## config.mk

```make
export PLATFORM = sky130hd
export DESIGN_NAME = muldiv_unit
export DESIGN_NICKNAME = d
export VERILOG_FILES = /design/src/rtl/muldiv_pkg.sv /design/src/rtl/muldiv_iter.sv /design/src/rtl/muldiv_unit.sv
export SDC_FILE = /design/constraint.sdc
export NUM_CORES = 1
export LEC_CHECK = 0
export CAP_MARGIN = 20
export CELL_PAD_IN_SITES_DETAIL_PLACEMENT = 2
export CELL_PAD_IN_SITES_GLOBAL_PLACEMENT = 2
export CORE_MARGIN = 4
export CORE_UTILIZATION = 25
export DETAILED_ROUTE_END_ITERATION = 16
export DONT_BUFFER_PORTS = 1
export PLACE_DENSITY_LB_ADDON = 0.12
export SLEW_MARGIN = 10
export SYNTH_ARGS = -nofsm -noshare
export SYNTH_HDL_FRONTEND = slang
export SYNTH_SLANG_ARGS = --single-unit
```

## constraint.sdc

```tcl
create_clock -name clk -period 7 [get_ports clk]
set_input_delay 1.75 -clock clk [delete_from_list [all_inputs] [get_ports clk]]
set_output_delay 1.75 -clock clk [all_outputs]
set_load 0.005 [all_outputs]
```

## src/rtl/muldiv_pkg.sv

```systemverilog
// Shared constants for the multi-cycle multiply/divide unit: ALU function codes,
// FSM state encoding and the default datapath width.
package muldiv_pkg;

   localparam int unsigned DEFAULT_WIDTH = 32;

   localparam logic [5:0] ED_MFHI  = 6'b010000;
   localparam logic [5:0] ED_MTHI  = 6'b010001;
   localparam logic [5:0] ED_MFLO  = 6'b010010;
   localparam logic [5:0] ED_MTLO  = 6'b010011;
   localparam logic [5:0] ED_MULT  = 6'b011000;
   localparam logic [5:0] ED_MULTU = 6'b011001;
   localparam logic [5:0] ED_DIV   = 6'b011010;
   localparam logic [5:0] ED_DIVU  = 6'b011011;

   localparam logic [1:0] StIdle = 2'd0;
   localparam logic [1:0] StCalc = 2'd1;
   localparam logic [1:0] StFix  = 2'd2;

endpackage

```

## src/rtl/muldiv_iter.sv

```systemverilog
// One radix-2 iteration: shift-add for multiply, restoring shift-subtract for divide.
// Multiply accumulator is {partial_hi, multiplier}; divide accumulator is {remainder, quotient}.
module muldiv_iter #(
   parameter int unsigned WIDTH = 32
) (
   input  logic               is_div,
   input  logic [2*WIDTH-1:0] acc_in,
   input  logic [WIDTH-1:0]   operand,
   output logic [2*WIDTH-1:0] acc_out
);

   logic [WIDTH:0]   sum;
   logic [WIDTH:0]   upper;
   logic [WIDTH+1:0] diff;

   always_comb begin
      sum   = {1'b0, acc_in[2*WIDTH-1:WIDTH]} + (acc_in[0] ? {1'b0, operand} : '0);
      upper = acc_in[2*WIDTH-1:WIDTH-1];
      // Extra guard bit keeps the compare correct even when the divisor is zero.
      diff  = {1'b0, upper} - {2'b00, operand};
      if (is_div) begin
         if (!diff[WIDTH+1]) begin
            acc_out = {diff[WIDTH-1:0], acc_in[WIDTH-2:0], 1'b1};
         end else begin
            acc_out = {upper[WIDTH-1:0], acc_in[WIDTH-2:0], 1'b0};
         end
      end else begin
         acc_out = {sum, acc_in[WIDTH-1:1]};
      end
   end

endmodule

```

## src/rtl/muldiv_unit.sv

```systemverilog
// Multi-cycle multiply/divide unit owning HI/LO; magnitudes are iterated unsigned and
// signs are applied in a final fix-up cycle.
module muldiv_unit
   import muldiv_pkg::*;
#(
   parameter int unsigned WIDTH = DEFAULT_WIDTH,
   parameter int unsigned ITERS = WIDTH
) (
   input  logic             clk,
   input  logic             rst,
   input  logic             req_valid,
   output logic             req_ready,
   input  logic [5:0]       ed,
   input  logic [WIDTH-1:0] a,
   input  logic [WIDTH-1:0] b,
   output logic             busy,
   output logic             done,
   output logic             div_zero,
   output logic [WIDTH-1:0] hi,
   output logic [WIDTH-1:0] lo
);

   localparam int unsigned CntW = (ITERS > 1) ? $clog2(ITERS) : 1;

   logic [1:0]         state_q, state_d;
   logic [CntW-1:0]    cnt_q, cnt_d;
   logic [2*WIDTH-1:0] acc_q, acc_d, acc_nxt;
   logic [WIDTH-1:0]   op_q, op_d;
   logic               is_div_q, is_div_d;
   logic               neg_q, neg_d;
   logic               sa_q, sa_d;
   logic               bz_q, bz_d;
   logic [WIDTH-1:0]   hi_q, hi_d, lo_q, lo_d;
   logic               done_q, done_d;
   logic               dz_q, dz_d;

   logic               op_signed, op_div, a_neg, b_neg;
   logic [WIDTH-1:0]   a_mag, b_mag, q_mag, r_mag;
   logic [2*WIDTH-1:0] prod;

   muldiv_iter #(
      .WIDTH (WIDTH)
   ) u_iter (
      .is_div  (is_div_q),
      .acc_in  (acc_q),
      .operand (op_q),
      .acc_out (acc_nxt)
   );

   always_comb begin
      op_signed = (ed == ED_MULT) || (ed == ED_DIV);
      op_div    = (ed == ED_DIV) || (ed == ED_DIVU);
      a_neg     = op_signed && a[WIDTH-1];
      b_neg     = op_signed && b[WIDTH-1];
      a_mag     = a_neg ? -a : a;
      b_mag     = b_neg ? -b : b;
      prod      = neg_q ? -acc_q : acc_q;
      q_mag     = acc_q[WIDTH-1:0];
      r_mag     = acc_q[2*WIDTH-1:WIDTH];
   end

   always_comb begin
      state_d  = state_q;
      cnt_d    = cnt_q;
      acc_d    = acc_q;
      op_d     = op_q;
      is_div_d = is_div_q;
      neg_d    = neg_q;
      sa_d     = sa_q;
      bz_d     = bz_q;
      hi_d     = hi_q;
      lo_d     = lo_q;
      done_d   = 1'b0;
      dz_d     = dz_q;
      case (state_q)
         StIdle: begin
            if (req_valid) begin
               case (ed)
                  ED_MULT, ED_MULTU, ED_DIV, ED_DIVU: begin
                     is_div_d = op_div;
                     neg_d    = a_neg ^ b_neg;
                     sa_d     = a_neg;
                     bz_d     = op_div && (b == '0);
                     // Divide iterates over the dividend, multiply over the multiplier.
                     acc_d    = op_div ? {{WIDTH{1'b0}}, a_mag} : {{WIDTH{1'b0}}, b_mag};
                     op_d     = op_div ? b_mag : a_mag;
                     cnt_d    = '0;
                     dz_d     = 1'b0;
                     state_d  = StCalc;
                  end
                  ED_MTHI: hi_d = a;
                  ED_MTLO: lo_d = a;
                  default: ;
               endcase
            end
         end
         StCalc: begin
            acc_d = acc_nxt;
            cnt_d = cnt_q + 1'b1;
            if (cnt_q == CntW'(ITERS - 1)) begin
               state_d = StFix;
            end
         end
         StFix: begin
            if (is_div_q) begin
               lo_d = bz_q ? '1 : (neg_q ? -q_mag : q_mag);
               hi_d = sa_q ? -r_mag : r_mag;
               dz_d = bz_q;
            end else begin
               {hi_d, lo_d} = prod;
            end
            done_d  = 1'b1;
            cnt_d   = '0;
            state_d = StIdle;
         end
         default: state_d = StIdle;
      endcase
   end

   always_ff @(posedge clk or posedge rst) begin
      if (rst) begin
         state_q  <= StIdle;
         cnt_q    <= '0;
         acc_q    <= '0;
         op_q     <= '0;
         is_div_q <= 1'b0;
         neg_q    <= 1'b0;
         sa_q     <= 1'b0;
         bz_q     <= 1'b0;
         hi_q     <= '0;
         lo_q     <= '0;
         done_q   <= 1'b0;
         dz_q     <= 1'b0;
      end else begin
         state_q  <= state_d;
         cnt_q    <= cnt_d;
         acc_q    <= acc_d;
         op_q     <= op_d;
         is_div_q <= is_div_d;
         neg_q    <= neg_d;
         sa_q     <= sa_d;
         bz_q     <= bz_d;
         hi_q     <= hi_d;
         lo_q     <= lo_d;
         done_q   <= done_d;
         dz_q     <= dz_d;
      end
   end

   assign req_ready = (state_q == StIdle);
   assign busy      = (state_q != StIdle);
   assign done      = done_q;
   assign div_zero  = dz_q;
   assign hi        = hi_q;
   assign lo        = lo_q;

endmodule

```

# Yosys cells after proc, flatten, opt, wreduce, memory -nomap -nowiden
# Cells that the tools add are included.
# totals
regBits,173
inputBits,73
output_inout_bits,68
wordCells,89
# op_classes
n_addsub,8
n_eq_ne,15
n_mux,34
bitwise_logic,1
n_reduce_logical,19
# ops
op,count
two-way mux 32 bit,14
two-way mux 64 bit,5
negation 32 bit,4
case mux 32 bit (2 select lines),2
case mux 64 bit (2 select lines),1
negation 64 bit,1
== test 6 x 5 -> 1 bit (second input constant),6
subtractor 33 x 32 -> 34 bit,1
adder 32 x 33 -> 33 bit,1
zero test 32 bit,1
AND reduction 3 bit,6
case mux 5 bit (3 select lines),1
two-way mux 5 bit,2
two-way mux 2 bit,3
inequality test 2 x 1 -> 1 bit (second input constant),3
inequality test 2 bit (second input constant),3
nonzero test 2 bit,3
adder 5 x 1 -> 5 bit (second input constant),1
== test 5 bit (second input constant),1
two-way mux 1 bit,4
case mux 2 bit (2 select lines),1
AND reduction 4 bit,1
OR reduction 4 bit,1
logical AND 1 bit,3
other kinds (7),8

# Logic depth before layout (Yosys ltp)
# Gate-level depths: netlist of the first run.
# depth
ltp_word,8
ltp_mapped,14
mapped_depth_nobuf,14

# By module
# From an unflattened synthesis of the first run, not the netlist that was laid out.
# hier_totals
cells_unflattened,2014
area_unflattened_um2,15832.7
# modules_own_cells
mod,instances,cells_per_inst,area_per_inst_um2,seq_area_each_um2
muldiv_unit,1,1337,11068.1,4329.2
muldiv_iter,1,677,4764.6,0.0

# Worst setup path after synthesis of the first run
# Ideal clock, no wire load.
# synth_timing
path_type,in2reg
from,in a[0]
to,reg acc_q[16]
setup_time_ns,0.077
arrival_ns,3.926
required_ns,6.923
path_slack_ns,2.997
path_stages,10
n_path_buf,0
cell_sequence,inv_1 ha_1 or3b_2 or4_1 o41ai_1 xnor2_1 nor2_1 a211oi_1 a211oi_1 a21oi_1
# synth_between
elab_chain_len,6
# synth_lines
element,line,rtl
from (decl),muldiv_unit.sv:14,"input logic [WIDTH-1:0] a,"
negation 32 bit,muldiv_unit.sv:55,a_mag = a_neg ? -a : a;
two-way mux 32 bit,muldiv_unit.sv:55,
two-way mux 32 bit,muldiv_unit.sv:85,"acc_d = op_div ? {{WIDTH{1'b0}}, a_mag} : {{WIDTH{1'b0}}, b_mag};"
two-way mux 64 bit,muldiv_unit.sv:78,case (ed)
two-way mux 64 bit,muldiv_unit.sv:77,if (req_valid) begin
case mux 64 bit (2 select lines),muldiv_unit.sv:75,case (state_q)
to (signal assigned),muldiv_unit.sv:124,acc_q <= '0;
to (signal assigned),muldiv_unit.sv:137,acc_q <= acc_d;
to (decl),muldiv_unit.sv:27,"logic [2*WIDTH-1:0] acc_q, acc_d, acc_nxt;"
# Every way passes these cells. The select of a mux whose other input is x is not followed.
# A chain may end at the register's enable or synchronous reset.

# Worst setup path in the final report of the first run
# layout_timing
from,reg acc_q[0]
to,reg acc_q[63]
# layout_between
elab_chain_len,4
# layout_lines
element,line,rtl
two-way mux 32 bit,muldiv_iter.sv:17,"sum = {1'b0, acc_in[2*WIDTH-1:WIDTH]} + (acc_in[0] ? {1'b0, operand} : '0);"
adder 32 x 33 -> 33 bit,muldiv_iter.sv:17,
two-way mux 64 bit,muldiv_iter.sv:21,if (is_div) begin
case mux 64 bit (2 select lines),muldiv_unit.sv:75,
# Every way passes these cells.

==> run_results.csv, run 1 <==
group,metric,value,unit
logic_synthesis,syn-num-nets,1994,
timing,setup_violations,0,
logic_synthesis,yosysSeqAreaShare,30.2,%
setup_path,cp-start-kind,"register",
clock_network,clockBufferDepth,2,
setup_path,arrival,5150,ps
clock_network,ctsHoldBuffers,0,
finish,areaGrowthSynthToFinish,9.86,%
clock_network,clock_latency,490,ps
timing,post-route-period-util,68.2,%
die,die_h,248,µm
placed_design,gp_congestion,0.808,
clock_network,clock-sinks,173,
die,rows,87,
setup_path,crit_family,"compound AO/OA/AOI/OAI gates",
logic_synthesis,ys_types,66,
finish,utilization,27.8,%
setup_path,cp.buffers_inverters,2,
setup_path,ff2ff_setup_slack,2220,ps
logic_synthesis,ys_ff_latch,173,
die,die_x,248,µm
detailed_routing,drt_iter0_markers,665,
timing,relSlewSlack,33.8,%
logic_synthesis,synth_area_per_cell,7.76,µm²
power,p_leak,0.00634,µW
setup_path,worstPathCellList,"inv_1, buf_4, nor2_1, ha_1, nor2b_1, o31a_1, o2111a_1, a211oi_1, a31oi_1, o41a_1, a21o_1, a221oi_1, nor3_1, o21a_1",
detailed_routing,drt-total-wl,63.2,mm
setup_path,r2r-end,"acc_q[63]$_DFFE_PP0P_",
setup_path,cp_max_fo,30,
logic_synthesis,postSynthCellCount,1849,
die,start_util,25.3,%
setup_path,cpMaxStageDelayCell,"a221oi_1",
power,power.density,409,nW/µm²
die,die_area,61300,µm²
min_path,min_path_type,"register to register",
logic_synthesis,synthArstFlopShare,100,%
finish,n_antenna_cell,0,
job,drv_cap,0,
run_status,status,"finished clean",
detailed_routing,post_drt_wl_per_cell,24.8,µm
detailed_routing,drc,0,
timing,tightest_slew,994,ps
clock_network,cts_root_buffer,"clkbuf_16",
setup_path,crit_path_end_kind,"register",
setup_path,cp-endpoint,"acc_q[63]$_DFFE_PP0P_",
finish,finalNetCount,1923,
placed_design,post-dp-hpwl,48.0,mm
timing,rsz0062_at_grt,"false",
setup_path,critical_path_class,"register to register",
placed_design,dpl_worst_slack,1890,ps
logic_synthesis,synth-edff-count,0,
setup_path,crit_start,"acc_q[0]$_DFFE_PP0P_",
die,num_io_pins,141,
clock_network,htreeDepth,4,
timing,fin_skew,15.9,ps
timing,min_period,4780,ps
clock_network,cts_buffers,17,
global_route,grt_pass1_wl,96.9,mm
global_route,grt_pass1_vias,14923,
power,ir_worst_vdd,0.299,mV
placed_design,io_buffers,0,
setup_path,cp.required,7380,ps
detailed_routing,vias_per_cell,5.45,
global_route,grt_max_degree,104,
setup_path,worstSetupPathDepth,14,
clock_network,post_cts_buffers,0,
clock_network,cts_tree,"yes",
logic_synthesis,synth_flop_cell,"dfrtp_1",
global_route,grt.overflow.total,0,
detailed_routing,dr.pass1.iters,4,
timing,worst_slack,2220,ps
global_route,grt_usage,20.8,%
setup_path,reg2reg_from,"acc_q[0]$_DFFE_PP0P_",
detailed_routing,final_antenna_net_count,0,
detailed_routing,via_count,13880,
setup_path,rr_worst_depth,14,
timing,fin_tns_setup,0,ps
die,fp.coreArea,56600,µm²
clock_network,cts_resized,0,
global_route,antenna_found_initial,2,
setup_path,slowest_delay,570,ps
finish,n_fill_cell,6600,
logic_synthesis,netlist_area,14300,µm²
finish,drive_gt1_share,4.69,%
timing,fmax,209,MHz
timing,hold_violations,0,
timing,drv_slew,0,
clock_network,clk_pin_slew,70,ps
logic_synthesis,yosysWarningCount,0,
[worst reg2reg max path, delay by kind of cell (launching register included)]
family | cells | cell delay, ps
compound gates | 8 | 2910
fa+ha+maj | 1 | 340
buf+inv | 2 | 490
flops | 1 | 500
simple gates | 3 | 410
[logic make-up (layout without fill, tap and decap cells)]
kind of cell	after synthesis	count (layout)	share of synthesized area [%]
compound gates	650	650	27.9
simple gates	563	563	17.6
buf+inv	183	125	4.88
flops	173	173	30.2
xor+xnor	171	171	10.4
fa+ha+maj	72	72	6.39
mux	37	37	2.58
[power by group]
group          internal [µW]  switching (µW)  leakage (µW)
Sequential              1330             566       0.00218
Clock                    593             484      0.000295
Combinational           1370            2110       0.00386
Total                   3290            3160       0.00634
[flip-flops by register name (all words and copies together), names as in the netlist]
| register | flops |
|---|---|
| neg_q | 1 |
| hi | 32 |
| lo | 32 |
| div_zero | 1 |
| bz_q | 1 |
| cnt_q | 5 |
| op_q | 32 |
| state_q | 2 |
| is_div_q | 1 |
| sa_q | 1 |
| done | 1 |
| acc_q | 64 |
[cell usage in the layout (no fill, tap or decap), types with 34 or more instances in the layout]
cell type / count
ha_1: 70
o21ai_0: 193
nor2_1: 206
dfrtp_1: 172
mux2i_1: 37
o22ai_1: 37
a21oi_1: 164
xor2_1: 74
inv_1: 67
a211oi_1: 77
nor3_1: 34
nand2_1: 187
xnor2_1: 97
[routing by layer]
layer	part of all wire [%]	GRT usage, %
met3	4.8	4.39
met2	47	34.7
met4	2.2	5.96
met5	0	0
met1	46	27.0
[synthesized netlist by cell type, types with 12 or more instances]
library cell  number  share of area (%)
o21ai_0          193                6.7
nand3_1           22               0.77
nor2_1           210                5.5
o41ai_1           12               0.73
ha_1              70                6.1
inv_1             69                1.8
o31ai_1           16               0.84
nor3_1            34                1.2
or4_1             13               0.68
a21o_1            33                1.7
mux2i_1           37                2.6
a22oi_1           18               0.94
nand2_1          188                4.9
dfrtp_1          173                 30
or3_1             13               0.57
clkbuf_1         102                2.7
a21oi_1          165                5.8
o22ai_1           37                1.6
xor2_1            74                4.5
nand2b_1          16               0.70
xnor2_1           97                5.9
a31oi_1           32                1.4
a211oi_1          77                4.0
[area by class of cell]
type	instances	area [µm²]	area share, %
multi-input combinational	1493	9370	59.5
sequential	173	4330	27.5
tap	756	946	6.00
clock buffer	24	482	3.06
inverter	69	267	1.69
timing repair buffer	24	228	1.45
clock inverter	8	133	0.842
[how the worst min path moves through the flow]
| stage | depth (start not counted) | slack (ps) | from | end |
|---|---|---|---|---|
| 2_1_floorplan | 1 | 450 | op_q[24]$_DFFE_PP0P_ | op_q[24]$_DFFE_PP0P_ |
| 3_3_place_gp | 1 | 470 | op_q[24]$_DFFE_PP0P_ | op_q[24]$_DFFE_PP0P_ |
| 3_5_place_dp | 1 | 470 | op_q[24]$_DFFE_PP0P_ | op_q[24]$_DFFE_PP0P_ |
| 4_1_cts | 1 | 480 | op_q[24]$_DFFE_PP0P_ | op_q[24]$_DFFE_PP0P_ |
| 5_1_grt | 1 | 520 | op_q[25]$_DFFE_PP0P_ | op_q[25]$_DFFE_PP0P_ |
| 6_report | 1 | 480 | op_q[24]$_DFFE_PP0P_ | op_q[24]$_DFFE_PP0P_ |
[metrics by stage]
stage                     hold WS (ps)  cell area [µm²]  instances  total power [µW]
after floorplan                    450            14300       1849              4240
after global placement             466            15100       2512              5320
after detailed placement           466            15100       2512              5400
after CTS                          482            15700       2544              6530
after global routing               520            15800       2547              7070
final                              477            15800       2547              6450
Note: power is estimated with default switching activity, not from simulation.
==> run 2: changes to the inputs <==
==> constraint.sdc (replaced) <==
create_clock -name clk -period 4.24 [get_ports clk]
set_input_delay 1.06 -clock clk [delete_from_list [all_inputs] [get_ports clk]]
set_output_delay 1.06 -clock clk [all_outputs]
set_load 0.005 [all_outputs]
==> run 2 against run 1 <==
Critical path depth shrank 3. Total power grew 68%. Count of clock-buffer cells in the layout is the same. First-iteration DRC count shrank 5.3%. Final cell count grew 2.0%. Die area is the same. Core utilization grew 0.53 points. Sequential share of layout area shrank 0.50 points. Flip-flop and latch count is the same. Global-route usage grew 0.38 points. Sequential power grew 60%. Design area grew 1.9%.
==> run_results.csv, run 2 (synthesis results as in run 1) <==
group,metric,value,unit
clock_network,cts_buffers,17,
global_route,grt_pass1_wl,98.0,mm
timing,fin_skew,18.4,ps
setup_path,path_common_cell,"or4_4",
die,die_x,248,µm
setup_path,slowest_delay,580,ps
clock_network,cts_tree,"yes",
min_path,hp-start,"op_q[8]$_DFFE_PP0P_",
clock_network,clockBufferDepth,2,
global_route,grt_usage,21.1,%
detailed_routing,dr.pass1.iters,4,
setup_path,arrival,4400,ps
die,start_util,25.3,%
die,die_h,248,µm
job,drv_cap,0,
power,p_leak,0.00652,µW
power,power.density,675,nW/µm²
setup_path,r2r-end,"hi[19]$_DFFE_PP0P_",
setup_path,rr_worst_depth,11,
placed_design,gp_congestion,0.815,
detailed_routing,final_antenna_net_count,0,
detailed_routing,drt_iter0_markers,630,
setup_path,worstPathCellList,"or3_4, or4_4, or4_4, or3_4, or4_4, nand2_1, buf_4, o21ai_0, xor2_1, nand2_1, a31oi_1",
finish,drive_gt1_share,7.33,%
die,die_area,61300,µm²
finish,areaGrowthSynthToFinish,11.9,%
global_route,grt_max_degree,94,
clock_network,post_cts_buffers,0,
setup_path,critical_path_class,"register to register",
setup_path,cp.required,4650,ps
clock_network,clk_pin_slew,70,ps
global_route,grt.overflow.total,0,
detailed_routing,drc,0,
finish,final_cell_mix,"nor2_1, o21ai_0, nand2_1",
setup_path,cp_max_fo,13,
setup_path,cp-endpoint,"hi[19]$_DFFE_PP0P_",
clock_network,clock_latency,490,ps
finish,n_antenna_cell,0,
detailed_routing,drt-total-wl,64.7,mm
placed_design,post-dp-hpwl,50.1,mm
run_status,status,"finished clean",
clock_network,clock-sinks,173,
finish,n_fill_cell,6659,
finish,largest_reg_flops,64,
clock_network,cts_root_buffer,"clkbuf_16",
detailed_routing,via_count,14083,
die,rows,87,
min_path,min_path_type,"register to register",
finish,utilization,28.4,%
finish,final_area,16100,µm²
global_route,antenna_found_initial,0,
placed_design,io_buffers,0,
timing,drv_slew,0,
timing,tightest_slew,1120,ps
global_route,grt_pass1_vias,15112,
setup_path,reg2reg_from,"acc_q[0]$_DFFE_PP0P_",
timing,rsz0062_at_grt,"false",
power,ir_worst_vdd,0.530,mV
detailed_routing,vias_per_cell,5.42,
placed_design,placed_area,15500,µm²
setup_path,ff2ff_setup_slack,250,ps
timing,post-route-period-util,94.2,%
setup_path,cpMaxStageDelayCell,"or4_4",
setup_path,crit_start,"acc_q[0]$_DFFE_PP0P_",
detailed_routing,post_drt_wl_per_cell,24.9,µm
timing,fmax,250,MHz
finish,finalNetCount,1973,
setup_path,cp-start-kind,"register",
timing,fin_tns_setup,0,ps
finish,regMostFlops,"acc_q",
die,fp.coreArea,56600,µm²
timing,min_period,3990,ps
timing,hold_violations,0,
clock_network,htreeDepth,4,
timing,relSlewSlack,25.5,%
finish,mostFrequentLayoutCell,"nor2_1",
timing,setup_violations,0,
setup_path,crit_path_end_kind,"register",
die,num_io_pins,141,
[run 2: cell types whose count changed in the layout (fill, tap and decap cells not counted), sizes merged]
cell      delta
clkinv       -1
bufinv       -3
inv          -1
clkinvlp     +5
buf         +50
[run 2: how the worst min path moves through the flow]
stage / end / slack [ps] / cells after the start
2_1_floorplan: op_q[24]$_DFFE_PP0P_ / 450 / 1
3_3_place_gp: op_q[8]$_DFFE_PP0P_ / 470 / 2
3_5_place_dp: op_q[24]$_DFFE_PP0P_ / 480 / 1
4_1_cts: op_q[24]$_DFFE_PP0P_ / 490 / 1
5_1_grt: op_q[24]$_DFFE_PP0P_ / 510 / 1
6_report: op_q[8]$_DFFE_PP0P_ / 490 / 2
[run 2: critical path, delay by kind of cell (launching register included)]
family                 cells  cell delay (ps)
XOR/XNOR                   1              200
AND/OR/NAND/NOR            7             2680
flip-flops                 1              470
AO/OA/AOI/OAI              2              350
buffers and inverters      1              220
[run 2: layout make-up]
class	instances	area [µm²]	share of cell area (%)
clock inverter	8	63.8	0.397
multi-input combinational	1493	9380	58.4
clock buffer	24	462	2.88
inverter	69	263	1.64
tap	756	946	5.89
sequential	173	4330	27.0
timing repair buffer	74	609	3.80
[run 2: metal layers]
metal / share of wire [%] / global-route usage, %
met1: 47 / 28.1
met4: 1.6 / 4.91
met5: 0 / 0
met3: 5.0 / 4.79
met2: 47 / 35.0
[run 2: what timing repair did]
action	CTS	global route
hold buffers	0	0
gates resized for setup	0	5
endpoints found under the setup margin	0	5
[run 2: report_power, final]
group / total [µW] / switching (µW) / internal, µW
Clock: 1550 / 787 / 767
Sequential: 3030 / 843 / 2190
Combinational: 6250 / 3770 / 2480
[run 2: metrics by stage]
stage / power (µW) / instances / setup WS [ps] / hold WS, ps
after floorplan: 7010 / 1849 / 484 / 450
final: 10800 / 2597 / 247 / 487
after detailed placement: 9340 / 2564 / 206 / 475
after global routing: 11800 / 2597 / 32.2 / 508
after global placement: 9160 / 2564 / 300 / 470
after CTS: 11000 / 2596 / 202 / 491
